$ cat src/rtl/seq_wr_if.sv
`default_nettype none
// ============================================================================
// Module      : seq_wr_if
// Description : Request/beat bundle between writeback control and the
//               sequencing write-select decoder.
// Revision    : 1.0 - initial release
// ============================================================================
interface seq_wr_if #(
    parameter int ADDR_W = 5,
    parameter int LEN_W  = 4
);
    localparam int NUM_OUT = 2 ** ADDR_W;

    logic                 req_valid;
    logic                 req_ready;
    logic [ADDR_W-1:0]    req_addr;
    logic [LEN_W-1:0]     req_len;
    logic [NUM_OUT-1:0]   out_onehot;
    logic                 out_valid;
    logic [ADDR_W-1:0]    out_addr;
    logic                 done;
    logic                 busy;

    // Requester side: issues requests, observes the beat stream
    modport master (
        output req_valid, req_addr, req_len,
        input  req_ready, out_onehot, out_valid, out_addr, done, busy
    );

    // Decoder side: accepts requests, produces the beat stream
    modport slave (
        input  req_valid, req_addr, req_len,
        output req_ready, out_onehot, out_valid, out_addr, done, busy
    );
endinterface
`default_nettype wire

$ cat src/rtl/seq_wr_decoder.sv
`default_nettype none
// ============================================================================
// Module      : seq_wr_decoder
// Description : Registered N-to-2^N one-hot write-select decoder with enable
//               and a burst mode emitting one beat per cycle over
//               consecutive (wrapping) addresses.
// Revision    : 1.0 - initial release
// ============================================================================
module seq_wr_decoder #(
    parameter int ADDR_W   = 5,
    parameter int LEN_W    = 4,
    parameter int MASK_TOP = 1
) (
    input  wire logic clk,
    input  wire logic reset_n,
    input  wire logic en,
    seq_wr_if.slave   bus
);
    localparam int                NUM_OUT  = 2 ** ADDR_W;
    localparam logic [ADDR_W-1:0] TOP_ADDR = ADDR_W'(NUM_OUT - 1);

    localparam logic [0:0] ST_IDLE = 1'b0;
    localparam logic [0:0] ST_RUN  = 1'b1;

    logic [0:0]          state_q,  state_d;
    logic [ADDR_W-1:0]   cur_q,    cur_d;
    logic [LEN_W-1:0]    rem_q,    rem_d;
    logic [NUM_OUT-1:0]  onehot_q, onehot_d;
    logic                valid_q,  valid_d;
    logic [ADDR_W-1:0]   addr_q,   addr_d;
    logic                done_q,   done_d;

    logic                w_accept;
    logic                w_step;
    logic [ADDR_W-1:0]   w_beat_addr;

    // A new request is only taken while idle and enabled; RUN advances only when enabled
    assign w_accept    = (state_q == ST_IDLE) && en && bus.req_valid;
    assign w_step      = (state_q == ST_RUN) && en;
    assign w_beat_addr = w_accept ? bus.req_addr : cur_q;

    // State and beat registers, cleared asynchronously so an abandoned burst never resumes
    always_ff @(posedge clk or negedge reset_n) begin
        if (!reset_n) begin
            state_q  <= ST_IDLE;
            cur_q    <= '0;
            rem_q    <= '0;
            onehot_q <= '0;
            valid_q  <= 1'b0;
            addr_q   <= '0;
            done_q   <= 1'b0;
        end else begin
            state_q  <= state_d;
            cur_q    <= cur_d;
            rem_q    <= rem_d;
            onehot_q <= onehot_d;
            valid_q  <= valid_d;
            addr_q   <= addr_d;
            done_q   <= done_d;
        end
    end

    // Next state: single-beat requests stay IDLE so they can issue every cycle
    always_comb begin
        state_d = state_q;
        case (state_q)
            ST_IDLE: if (w_accept && (bus.req_len != '0)) state_d = ST_RUN;
            ST_RUN:  if (w_step && (rem_q == LEN_W'(1)))  state_d = ST_IDLE;
            default: state_d = ST_IDLE;
        endcase
    end

    // Beat datapath: load a beat on accept or step, otherwise blank the outputs
    always_comb begin
        onehot_d = '0;
        valid_d  = 1'b0;
        done_d   = 1'b0;
        addr_d   = addr_q;
        cur_d    = cur_q;
        rem_d    = rem_q;
        if (w_accept || w_step) begin
            valid_d = 1'b1;
            addr_d  = w_beat_addr;
            cur_d   = w_beat_addr + ADDR_W'(1);
            // The top address is the hard-wired zero register when masking is on
            if (!((MASK_TOP != 0) && (w_beat_addr == TOP_ADDR))) begin
                onehot_d[w_beat_addr] = 1'b1;
            end
            if (w_accept) begin
                rem_d  = bus.req_len;
                done_d = (bus.req_len == '0);
            end else begin
                rem_d  = rem_q - LEN_W'(1);
                done_d = (rem_q == LEN_W'(1));
            end
        end
    end

    // Outputs: ready is combinational from state so it never waits on req_valid
    always_comb begin
        bus.req_ready  = (state_q == ST_IDLE) && en;
        bus.busy       = (state_q == ST_RUN);
        bus.out_onehot = onehot_q;
        bus.out_valid  = valid_q;
        bus.out_addr   = addr_q;
        bus.done       = done_q;
    end
endmodule
`default_nettype wire

$ cat src/flat_wrapper.sv
// flat-port wrapper written by rule: the top's interface ports become plain ports
module seq_wr_decoder_flat 
#(
    parameter int ADDR_W   = 5,
    parameter int LEN_W    = 4,
    parameter int MASK_TOP = 1
)
  (clk, reset_n, en, bus_req_valid, bus_req_addr, bus_req_len, bus_req_ready, bus_out_onehot, bus_out_valid, bus_out_addr, bus_done, bus_busy);
  seq_wr_if #(.ADDR_W(ADDR_W), .LEN_W(LEN_W)) bus_i ();
  input  wire logic clk;
  input  wire logic reset_n;
  input  wire logic en;
  input wire logic [$bits(bus_i.req_valid)-1:0] bus_req_valid;
  input wire logic [$bits(bus_i.req_addr)-1:0] bus_req_addr;
  input wire logic [$bits(bus_i.req_len)-1:0] bus_req_len;
  output wire logic [$bits(bus_i.req_ready)-1:0] bus_req_ready;
  output wire logic [$bits(bus_i.out_onehot)-1:0] bus_out_onehot;
  output wire logic [$bits(bus_i.out_valid)-1:0] bus_out_valid;
  output wire logic [$bits(bus_i.out_addr)-1:0] bus_out_addr;
  output wire logic [$bits(bus_i.done)-1:0] bus_done;
  output wire logic [$bits(bus_i.busy)-1:0] bus_busy;
  assign bus_i.req_valid = bus_req_valid;
  assign bus_i.req_addr = bus_req_addr;
  assign bus_i.req_len = bus_req_len;
  assign bus_req_ready = bus_i.req_ready;
  assign bus_out_onehot = bus_i.out_onehot;
  assign bus_out_valid = bus_i.out_valid;
  assign bus_out_addr = bus_i.out_addr;
  assign bus_done = bus_i.done;
  assign bus_busy = bus_i.busy;
  seq_wr_decoder #(.ADDR_W(ADDR_W), .LEN_W(LEN_W), .MASK_TOP(MASK_TOP)) u_core (.clk(clk), .reset_n(reset_n), .en(en), .bus(bus_i));
endmodule
$ cat config.mk
export PLATFORM = sky130hd
export DESIGN_NAME = seq_wr_decoder_flat
export DESIGN_NICKNAME = d
export VERILOG_FILES = /design/src/rtl/seq_wr_if.sv /design/src/rtl/seq_wr_decoder.sv /design/src/flat_wrapper.sv
export SDC_FILE = /design/constraint.sdc
export NUM_CORES = 1
export LEC_CHECK = 0
export ABC_AREA = 1
export BUFFER_PORTS_ARGS = -buffer_cell sky130_fd_sc_hd__buf_2
export CORE_MARGIN = 2
export CORE_UTILIZATION = 45
export DETAILED_ROUTE_END_ITERATION = 6
export PLACE_DENSITY = 0.77
export SLEW_MARGIN = 20
export SYNTH_ARGS = -nofsm -noshare
export SYNTH_HDL_FRONTEND = slang
export SYNTH_SLANG_ARGS = --single-unit
$ cat constraint.sdc
create_clock -name clk -period 1.25 [get_ports clk]
set_input_delay 0.375 -clock clk [delete_from_list [all_inputs] [get_ports clk]]
set_output_delay 0.375 -clock clk [all_outputs]
set_load 0.02 [all_outputs]
==> results of run 1 <==
## routing by layer
layer  global-route usage  vias up  share of wire
li1                     -      800              -
met1               0.2543      863           0.40
met2               0.4021       71           0.51
met3              0.04473       21          0.050
met4               0.1261        0          0.041
met5                    0        -              0
## worst max-delay path: cells and delay by family, from the launching register on
family                 cells  cell delay, ns
DFF                        1            0.42
and+or+nand+nor            5            0.40
buffers and inverters      5            0.65
## final timing paths
check,end,slack [ns]
worst max-delay path,u_core.bus.out_onehot[6],-0.31
worst min-delay path,u_core.cur_q[0],0.03
worst max register to register,u_core.bus.out_onehot[6],-0.31
worst min register to register,u_core.bus.out_addr[1],0.49
max in group asynchronous,u_core.bus.out_onehot[21],0.99
min in group clk,u_core.rem_q[1],0.32
## power groups by stage
stage	combinational, mW	sequential [mW]	clock [mW]
after floorplan	1.32	2.34	0
final	4.00	2.14	1.15
after global routing	4.23	2.17	1.23
after global placement	2.35	2.11	0
after detailed placement	2.42	2.12	0
after CTS	3.32	2.12	1.16
## timing repair
action | in CTS | in global routing
endpoints found under the setup margin | 46 | 54
pin swaps | 21 | 20
setup buffers | 9 | 9
cloned | 0 | 2
gates resized for setup | 77 | 46
## sequential cells by signal, summed over array words and instances (netlist names)
register	count
u_core.bus.busy	1
u_core.bus.done	1
u_core.bus.out_addr	5
u_core.bus.out_onehot	32
u_core.bus.out_valid	1
u_core.cur_q	5
u_core.rem_q	4
## cells by family (layout without fill, tap and decap cells)
kind of cell,count (synthesis),in the layout,share of synthesized area
AO/OA/AOI/OAI,16,16,0.04853
XOR/XNOR,1,1,0.004471
adder cells (fa/ha/maj),2,2,0.01277
buffers and inverters,22,120,0.05044
flip-flops,49,49,0.6258
other,1,1,0.001914
AND/OR/NAND/NOR,99,100,0.2561
## cells in the final DEF, fill, tap and decap left out, types with 2 or more instances in the layout
cell and n:
buf_12 4, buf_2 47, buf_4 19, buf_6 21, clkbuf_8 5, dfrtp_1 48, ha_1 2, inv_1 7
inv_2 2, inv_4 2, inv_6 4, inv_8 4, nand2_1 24, nand2_2 4, nand2_4 11, nand2_8 5
nand3_1 4, nand3_4 9, nand4_1 3, nor2_1 19, nor2_2 5, nor2_4 13, o211ai_1 2, o21ai_1 9
o21ai_2 2
## metrics by stage
step                utilization  setup TNS, ns
floorplan                     -         -2.526
global placement         0.6145         -6.032
detailed placement       0.6145         -7.086
CTS                      0.7333         -8.271
global route             0.7869         -13.81
finish                   0.7869         -10.75
## cell type report
cell class              count  area (um^2)
flip-flops and latches     49         1227
multi-input cells         120        952.2
fillers                   234        870.8
repair buffers             93        734.5
inverters                  19        126.4
clock buffers               5        68.82
well taps                  50        62.56
clock inverters             3        43.79
==> results.yml, run 1 <==
power_and_ir_drop:
  power.total_mw: 7.289
  ir_worst_vdd_mv: 1.440
  p_int_mw: 4.190
  power_frac_comb: 0.549
  seqPwrFrac: 0.294
  power_frac_clock: 0.158
  power.density_nw_per_um2: 2267
  switchingPower_mw: 3.099
  p_sw_frac: 0.4252
  leakage_nw: 1.620
layout:
  area.growth.synth_to_final_pct: 64.11
  stdcell_area_um2: 3216
  drive_above_1_share: 0.5744
  diodes: 0
  fin_cells: 339
  final_nets: 303
synth:
  yosysSeqAreaShare: 0.6258
  synthTopCellsByArea: "dfrtp_1 (63%), nor2_1 (6.5%), nand2_1 (5.7%), nand3_1 (2.8%), nand2_2 (2.6%)"
  ys_top_cells_by_count: "dfrtp_1 (49), nor2_1 (34), nand2_1 (30)"
  syn-num-nets: 205
  synth_edf_count: 0
  synth_warnings: 0
  synth_top_cell_by_area: "dfrtp_1"
  synth.distinct_cells: 27
  synth_area_um2: 1959
  avgSynthCellArea_um2: 10.31
  synthCells: 190
  synth_seq_cells: 49
  synth_top_cell_area_share: 0.6258
  yosysMostFrequentCell: "dfrtp_1"
  synthArstFlopShare: 1.000
  ys.flop_type: "dfrtp_1"
place:
  dp_slack_ns: -0.2113
  place_inst: 313
  dp_hpwl_um: 3054
  dpl_cell_area_um2: 2511
  io_buffers: 53
  gp_congestion: 0.8292
timing:
  finalHoldViolations: 0
  layout_setup_ws_ns: -0.3116
  finClkSkew_ns: 0.007793
  holdWs_ns: 0.03233
  drv_slew: 0
  layout_min_cycle_time_ns: 1.562
  setup_viol: 49
  rsz0062_at_grt: "yes"
  max_freq_ghz: 0.6404
  period_share: 1.249
die:
  die_area_um2: 4898
  die_w_um: 69.99
  initial_utilization: 0.4795
  die_y_um: 69.99
  pin_count: 54
  rows: 23
  core_um2: 4086
critical_path:
  reg2reg_depth: 10
  worstPathRequired_ns: 1.46
  path_max_fanout: 5
  crit_start: "u_core.bus.busy"
  crit_arrival_ns: 1.77
  crit_chain: "buf_6 > inv_6 > nand3_4 > buf_12 > nand2_4 > nand2_4 > buf_4 > buf_4 > nand3_4 > nor2_1"
  cp-end-kind: "flip-flop"
  path_class: "reg2reg"
  cp_slowest_cell: "dfrtp_2"
  cp_slowest_stage_delay_ns: 0.42
  r2r-start: "u_core.bus.busy"
  startpoint_type: "flip-flop"
detailed_routing:
  vias: 1755
  antenna_left: 0
  drt-total-wl_um: 5941
  remaining_drc_errors: 0
  first_pass_iters: 4
  drt_iter0_markers: 141
  wl_per_cell_um: 17.53
  via_per_inst: 5.177
clock_network:
  cts_tree: "done"
  cts-root-buf: "clkbuf_8"
  hold_buffers: 0
  clkTransAtPathRegs_ns: 0.10
  clk_latency_ns: 0.31
  clkSinkCount: 49
  cts_buffers: 5
  clock_path_buffers: 2
  cts_htree_levels: 2
global_route:
  first_global_vias: 1809
  grt-ovfl-total: 0
  grt_use_total: 0.2270
  grt_start_max_net_pins: 50
  grt_pass1_wl_um: 8542
  antenna_found_initial: 0
status:
  violations: "setup timing"
  status: "finished with violations"
flow_run:
  maxCapViolCount: 0
min_path:
  hold_path.class: "in2async"
(Power assumes the default switching activity.)
==> run 2, diff against run 1 <==
--- a/config.mk
+++ b/config.mk
@@ -5,12 +5,13 @@
 export SDC_FILE = /design/constraint.sdc
 export NUM_CORES = 1
 export LEC_CHECK = 0
-export ABC_AREA = 1
+export ABC_AREA = 0
 export BUFFER_PORTS_ARGS = -buffer_cell sky130_fd_sc_hd__buf_2
 export CORE_MARGIN = 2
 export CORE_UTILIZATION = 45
+export CTS_BUF_LIST = sky130_fd_sc_hd__clkbuf_4 sky130_fd_sc_hd__clkbuf_8
 export DETAILED_ROUTE_END_ITERATION = 6
-export PLACE_DENSITY = 0.77
+export PLACE_DENSITY = 0.76
 export SLEW_MARGIN = 20
 export SYNTH_ARGS = -nofsm -noshare
 export SYNTH_HDL_FRONTEND = slang
==> run 2 against run 1 <==
Total power up 8.3%. Critical path depth decreased by 6. Critical path type unchanged. Register-to-register slack got worse by 0.04 ns. Worst setup slack got worse by 0.044 ns. Sequential power is 6% higher. Worst hold slack improved by 0.0060 ns. Final cell count is 4.1% higher. Area after synthesis is 11% higher. Largest cell class is now multi-input gates. Clock power barely moved. The flow still finishes with violations (setup timing).
==> results.yml, run 2 <==
timing:
  rsz0062_at_grt: "yes"
  holdWs_ns: 0.03835
  layout_setup_ws_ns: -0.3552
  relSlewSlack: 0.6725
  setup_viol: 47
  max_freq_ghz: 0.6230
  timing.setup.tns_ns: -12.58
  drv_slew: 0
  layout_min_cycle_time_ns: 1.605
  tightest_slew_ns: 0.4810
  finalHoldViolations: 0
  finClkSkew_ns: 0.009877
  period_share: 1.284
detailed_routing:
  drt-total-wl_um: 6502
  first_pass_iters: 4
  drt_iter0_markers: 125
  remaining_drc_errors: 0
  via_per_inst: 5.657
  antenna_left: 0
  wl_per_cell_um: 18.42
  vias: 1997
critical_path:
  crit_chain: "and3b_4 > mux2_4 > buf_12 > nor4_4"
  worstPathRequired_ns: 1.45
  path_max_fanout: 6
  cp_slowest_stage_delay_ns: 0.42
  cp-end-kind: "flip-flop"
  startpoint_type: "flip-flop"
  r2r_slack_ns: -0.36
  regToRegEndpoint: "u_core.bus.out_onehot[1]"
  crit_start: "u_core.bus.busy"
  crit_family: "simple AND/OR/NAND/NOR gates"
  crit_arrival_ns: 1.81
  path_class: "reg2reg"
  cp_slowest_cell: "dfrtp_2"
  reg2reg_depth: 4
  crit_buf_inv: 1
  crit_cells: 4
  setup.worst_path.end: "u_core.bus.out_onehot[1]"
  r2r-start: "u_core.bus.busy"
global_route:
  busiest_layer: "met2"
  grt-ovfl-total: 0
  grt_use_total: 0.2348
  antenna_found_initial: 0
  first_global_vias: 1911
  use_met2: 0.4024
  grt_start_max_net_pins: 28
  grt_pass1_wl_um: 9584
  met1_usage: 0.3013
  grt.met3_usage: 0.04390
place:
  dp_hpwl_um: 3529
  dp_slack_ns: -0.3671
  io_buffers: 53
  gp_congestion: 0.8576
  dpl_cell_area_um2: 2790
  place_inst: 327
clock_network:
  cts_tree: "done"
  cts_buffers: 5
  clock_path_buffers: 2
  clk_latency_ns: 0.30
  hold_buffers: 0
  cts-root-buf: "clkbuf_8"
  clkTransAtPathRegs_ns: 0.10
  clkSinkCount: 49
  cts_htree_levels: 2
power_and_ir_drop:
  power.total_mw: 7.890
  leakage_nw: 1.709
  ir_worst_vdd_mv: 1.452
  power.density_nw_per_um2: 2110
synth:
  yosysSeqAreaShare: 0.5655
  synthArstFlopShare: 1.000
  synth.distinct_cells: 36
  ys_top_cells_by_count: "dfrtp_1 (49), nor4_1 (32), nand2_1 (17)"
  synthTopCellsByArea: "dfrtp_1 (57%), nor4_1 (9.2%), mux2i_1 (4.2%), nand2_1 (2.9%), nor2b_1 (2.6%)"
  syn-num-nets: 213
  synth_warnings: 0
  synthCells: 198
  synth_area_um2: 2168
  ys.flop_type: "dfrtp_1"
  avgSynthCellArea_um2: 10.95
  synth_top_cell_by_area: "dfrtp_1"
  yosysMostFrequentCell: "dfrtp_1"
  synth_top_cell_area_share: 0.5655
  synth_seq_cells: 49
  synth_edf_count: 0
layout:
  fillers: 255
  stdcell_area_um2: 3739
  area.growth.synth_to_final_pct: 72.42
  final_common_cell: "dfrtp_1"
  diodes: 0
  largest_reg_flops: 32
  fin_cells: 353
  drive_above_1_share: 0.5819
  finish.utilization: 0.7968
  final_nets: 313
  layout_common_cells: "dfrtp_1 (48), buf_2 (46), buf_4 (30)"
die:
  die_w_um: 73.42
  die_area_um2: 5390
  core_um2: 4692
  rows: 25
  die_y_um: 73.42
  initial_utilization: 0.4621
  pin_count: 54
status:
  status: "finished with violations"
  violations: "setup timing"
flow_run:
  maxCapViolCount: 0
min_path:
  hold_path.class: "in2async"
## run 2: report_power, final
part	switching [mW]	internal (mW)
logic	2.42	2.04
registers	0.351	1.91
clock network	0.541	0.623
total	3.32	4.57
## run 2: worst min-delay path by stage
stage | cells after the start | slack, ns | end
after CTS | 2 | 0.04 | u_core.bus.out_onehot[14]
after floorplan | 0 | 0.08 | u_core.bus.busy
after global routing | 2 | 0.04 | u_core.bus.out_onehot[28]
after detailed placement | 2 | 0.37 | u_core.bus.out_onehot[12]
after global placement | 2 | 0.36 | u_core.bus.out_onehot[28]
final | 2 | 0.04 | u_core.bus.out_onehot[13]
## run 2: kinds of logic after synthesis
group	Yosys count	share of synthesized area
AO/OA/AOI/OAI	30	0.09001
buffers and inverters	21	0.05366
multiplexers	13	0.06520
flip-flops	49	0.5655
other	1	0.001729
AND/OR/NAND/NOR	80	0.2043
adder cells (fa/ha/maj)	2	0.01154
XOR/XNOR	2	0.008080
## run 2: per-layer routing
metal	wire [um]	vias to the layer above
met5	0	-
met4	41	0
met3	277	8
met2	3404	68
met1	2778	999
li1	-	922
## run 2: worst reg2reg max path, stage by stage (launching register included)
cell	delay (ns)
dfrtp_2	0.42
and3b_4	0.38
mux2_4	0.39
buf_12	0.16
nor4_4	0.15
## run 2: area by class of cell
type	instances	area, um^2	share of cell area
timing repair buffer	109	992.2	0.2654
clock buffer	6	76.32	0.02041
clock inverter	2	38.79	0.01037
multi-input combinational	129	1316	0.3521
sequential	49	1227	0.3283
inverter	4	20.02	0.005355
tap	54	67.56	0.01807
## run 2: timing repair
action                                  4_1_cts  5_1_grt
cloned                                        4        2
endpoints found under the hold margin         0        0
endpoints found under the setup margin       46       52
pin swaps                                    10        5
buffers inserted                              8        5
gates resized for setup                      61       43
==> run 3, diff against run 2 <==
--- a/config.mk
+++ b/config.mk
@@ -11,7 +11,7 @@
 export CORE_UTILIZATION = 45
 export CTS_BUF_LIST = sky130_fd_sc_hd__clkbuf_4 sky130_fd_sc_hd__clkbuf_8
 export DETAILED_ROUTE_END_ITERATION = 6
-export PLACE_DENSITY = 0.76
+export PLACE_DENSITY_LB_ADDON = 0.08
 export SLEW_MARGIN = 20
 export SYNTH_ARGS = -nofsm -noshare
 export SYNTH_HDL_FRONTEND = slang
==> run 3 against run 2 <==
The run still ends with setup timing left. Sequential share of layout area up 2.8 points. Design area down 7.9%. Worst setup slack got worse by 0.022 ns. Register-to-register slack worse by 0.02 ns. Clock power shrank 19%. Worst hold slack improved by 0.010 ns. Wire length down 11%. Flip-flop and latch count unchanged. Sequential power is 2% lower. Total power is 12% lower. First-iteration DRC count is 39% lower. Critical path type unchanged.
==> results.yml, run 3 (synthesized netlist as in run 2, its figures left out) <==
timing:
  setup_viol: 48
  max_freq_ghz: 0.6146
  finClkSkew_ns: 0.008724
  drv_slew: 0
  period_share: 1.302
  layout_setup_ws_ns: -0.3771
  rsz0062_at_grt: "yes"
  layout_min_cycle_time_ns: 1.627
  finalHoldViolations: 0
critical_path:
  worstPathRequired_ns: 1.45
  cp-end-kind: "flip-flop"
  startpoint_type: "flip-flop"
  path_class: "reg2reg"
  cp_slowest_stage_delay_ns: 0.43
  crit_chain: "nand3b_1 > buf_6 > mux2i_2 > buf_6 > nor4_2"
  path_max_fanout: 8
  crit_path_frequent_cell: "buf_6"
  cp_slowest_cell: "dfrtp_2"
  crit_arrival_ns: 1.83
detailed_routing:
  via_per_inst: 5.558
  drt_iter0_markers: 76
  vias: 1923
  remaining_drc_errors: 0
  antenna_left: 0
  drt-total-wl_um: 5777
  wl_per_cell_um: 16.70
  first_pass_iters: 4
power_and_ir_drop:
  power.density_nw_per_um2: 2014
  ir_worst_vdd_mv: 1.106
  power.total_mw: 6.933
  power_frac_clock: 0.135
  switchingPower_mw: 2.960
  power_frac_comb: 0.544
  p_int_mw: 3.973
  p_sw_frac: 0.4270
  leakage_nw: 1.585
  seqPwrFrac: 0.321
clock_network:
  cts-root-buf: "clkbuf_8"
  cts_htree_levels: 2
  hold_buffers: 0
  clkTransAtPathRegs_ns: 0.09
  clkSinkCount: 49
  clk_latency_ns: 0.30
  clock_path_buffers: 2
  cts_tree: "done"
  cts_buffers: 5
die:
  initial_utilization: 0.4621
  core_um2: 4692
  die_area_um2: 5390
  die_y_um: 73.42
  die_w_um: 73.42
  rows: 25
  pin_count: 54
global_route:
  grt-ovfl-total: 0
  first_global_vias: 1736
  grt_use_total: 0.2063
  grt_pass1_wl_um: 8507
  antenna_found_initial: 0
  grt_start_max_net_pins: 50
layout:
  drive_above_1_share: 0.5890
  multi_input_area_um2: 1257
  largest_reg_flops: 32
  register_area_um2: 1227
  final_common_cell: "buf_2"
  area.growth.synth_to_final_pct: 58.80
  layout_common_cells: "buf_2 (51), dfrtp_1 (48), buf_4 (32)"
  final_nets: 306
  diodes: 0
  fillers: 327
  fin_cells: 346
place:
  io_buffers: 53
  place_inst: 326
  gp_congestion: 0.8470
  dp_hpwl_um: 3456
status:
  status: "finished with violations"
  violations: "setup timing"
min_path:
  hold_path.class: "in2async"
flow_run:
  maxCapViolCount: 0
[run 3: changes by cell type in the layout (fill, tap and decap cells not counted), moves of 3 or more]
cell / previous run / this run
nand2_1: 17 / 14
nor4_2: 12 / 20
nor2_2: 1 / 4
buf_2: 46 / 51
buf_6: 19 / 11
buf_12: 9 / 4
nor4_4: 17 / 7
[run 3: area by class of cell]
class | instances | area share
flip-flops and latches | 49 | 0.3565
inverters | 4 | 0.005451
repair buffers | 102 | 0.2271
multi-input cells | 129 | 0.3652
clock buffers | 5 | 0.01999
well taps | 54 | 0.01962
clock inverters | 3 | 0.006177
[run 3: layer usage]
layer / wire, um / global-route usage / vias up
met2: 3007 / 0.3413 / 57
met1: 2466 / 0.2789 / 956
met5: 0 / 0 / -
li1: - / - / 905
met4: 40 / 0.06061 / 0
met3: 263 / 0.03704 / 5
[run 3: power groups by stage]
stage / clock (mW) / sequential (mW) / combinational (mW)
floorplan: 0 / 2.35 / 1.49
global placement: 0 / 2.19 / 2.53
detailed placement: 0 / 2.20 / 2.56
CTS: 0.956 / 2.18 / 3.16
global route: 1.01 / 2.28 / 4.05
finish: 0.937 / 2.22 / 3.77
[run 3: final timing paths]
| kind | start | cells after the start | endpoint | slack [ns] |
|---|---|---|---|---|
| worst max-delay path | u_core.bus.busy | 5 | u_core.bus.out_onehot[25] | -0.38 |
| worst min-delay path | reset_n | 2 | u_core.bus.out_onehot[12] | 0.05 |
| worst max register to register | u_core.bus.busy | 5 | u_core.bus.out_onehot[25] | -0.38 |
| worst min register to register | u_core.bus.out_addr[4] | 2 | u_core.bus.out_addr[4] | 0.48 |
| max in group asynchronous | reset_n | 2 | u_core.bus.busy | 0.98 |
| min in group clk | bus_req_len[3] | 3 | u_core.rem_q[3] | 0.36 |
[run 3: timing repair]
| action | 4_1_cts | 5_1_grt |
|---|---|---|
| gates cloned | 1 | 3 |
| hold endpoints to repair | 0 | 0 |
| resized for setup | 48 | 43 |
| endpoints found under the setup margin | 46 | 49 |
| pin swaps | 12 | 16 |
| buffers inserted | 5 | 8 |
[run 3: worst max-delay path: cells and delay by family (launching register included)]
family,cells,cell delay [ns]
simple gates,2,0.56
flops,1,0.43
buf+inv,2,0.40
mux,1,0.15
[run 3: through the flow]
step           hold WS (ns)  utilization  setup TNS, ns  instance area (um^2)  worst slack [ns]
2_1_floorplan       0.07941            -         -7.540                  2228           -0.3211
3_3_place_gp         0.3811       0.5851         -13.13                  2745           -0.3835
3_5_place_dp         0.3796       0.5851         -14.04                  2745           -0.3910
4_1_cts             0.04881       0.6747         -12.35                  3166           -0.3164
5_1_grt             0.05624       0.7339         -18.66                  3443           -0.4856
6_report            0.04871       0.7339         -14.32                  3443           -0.3771
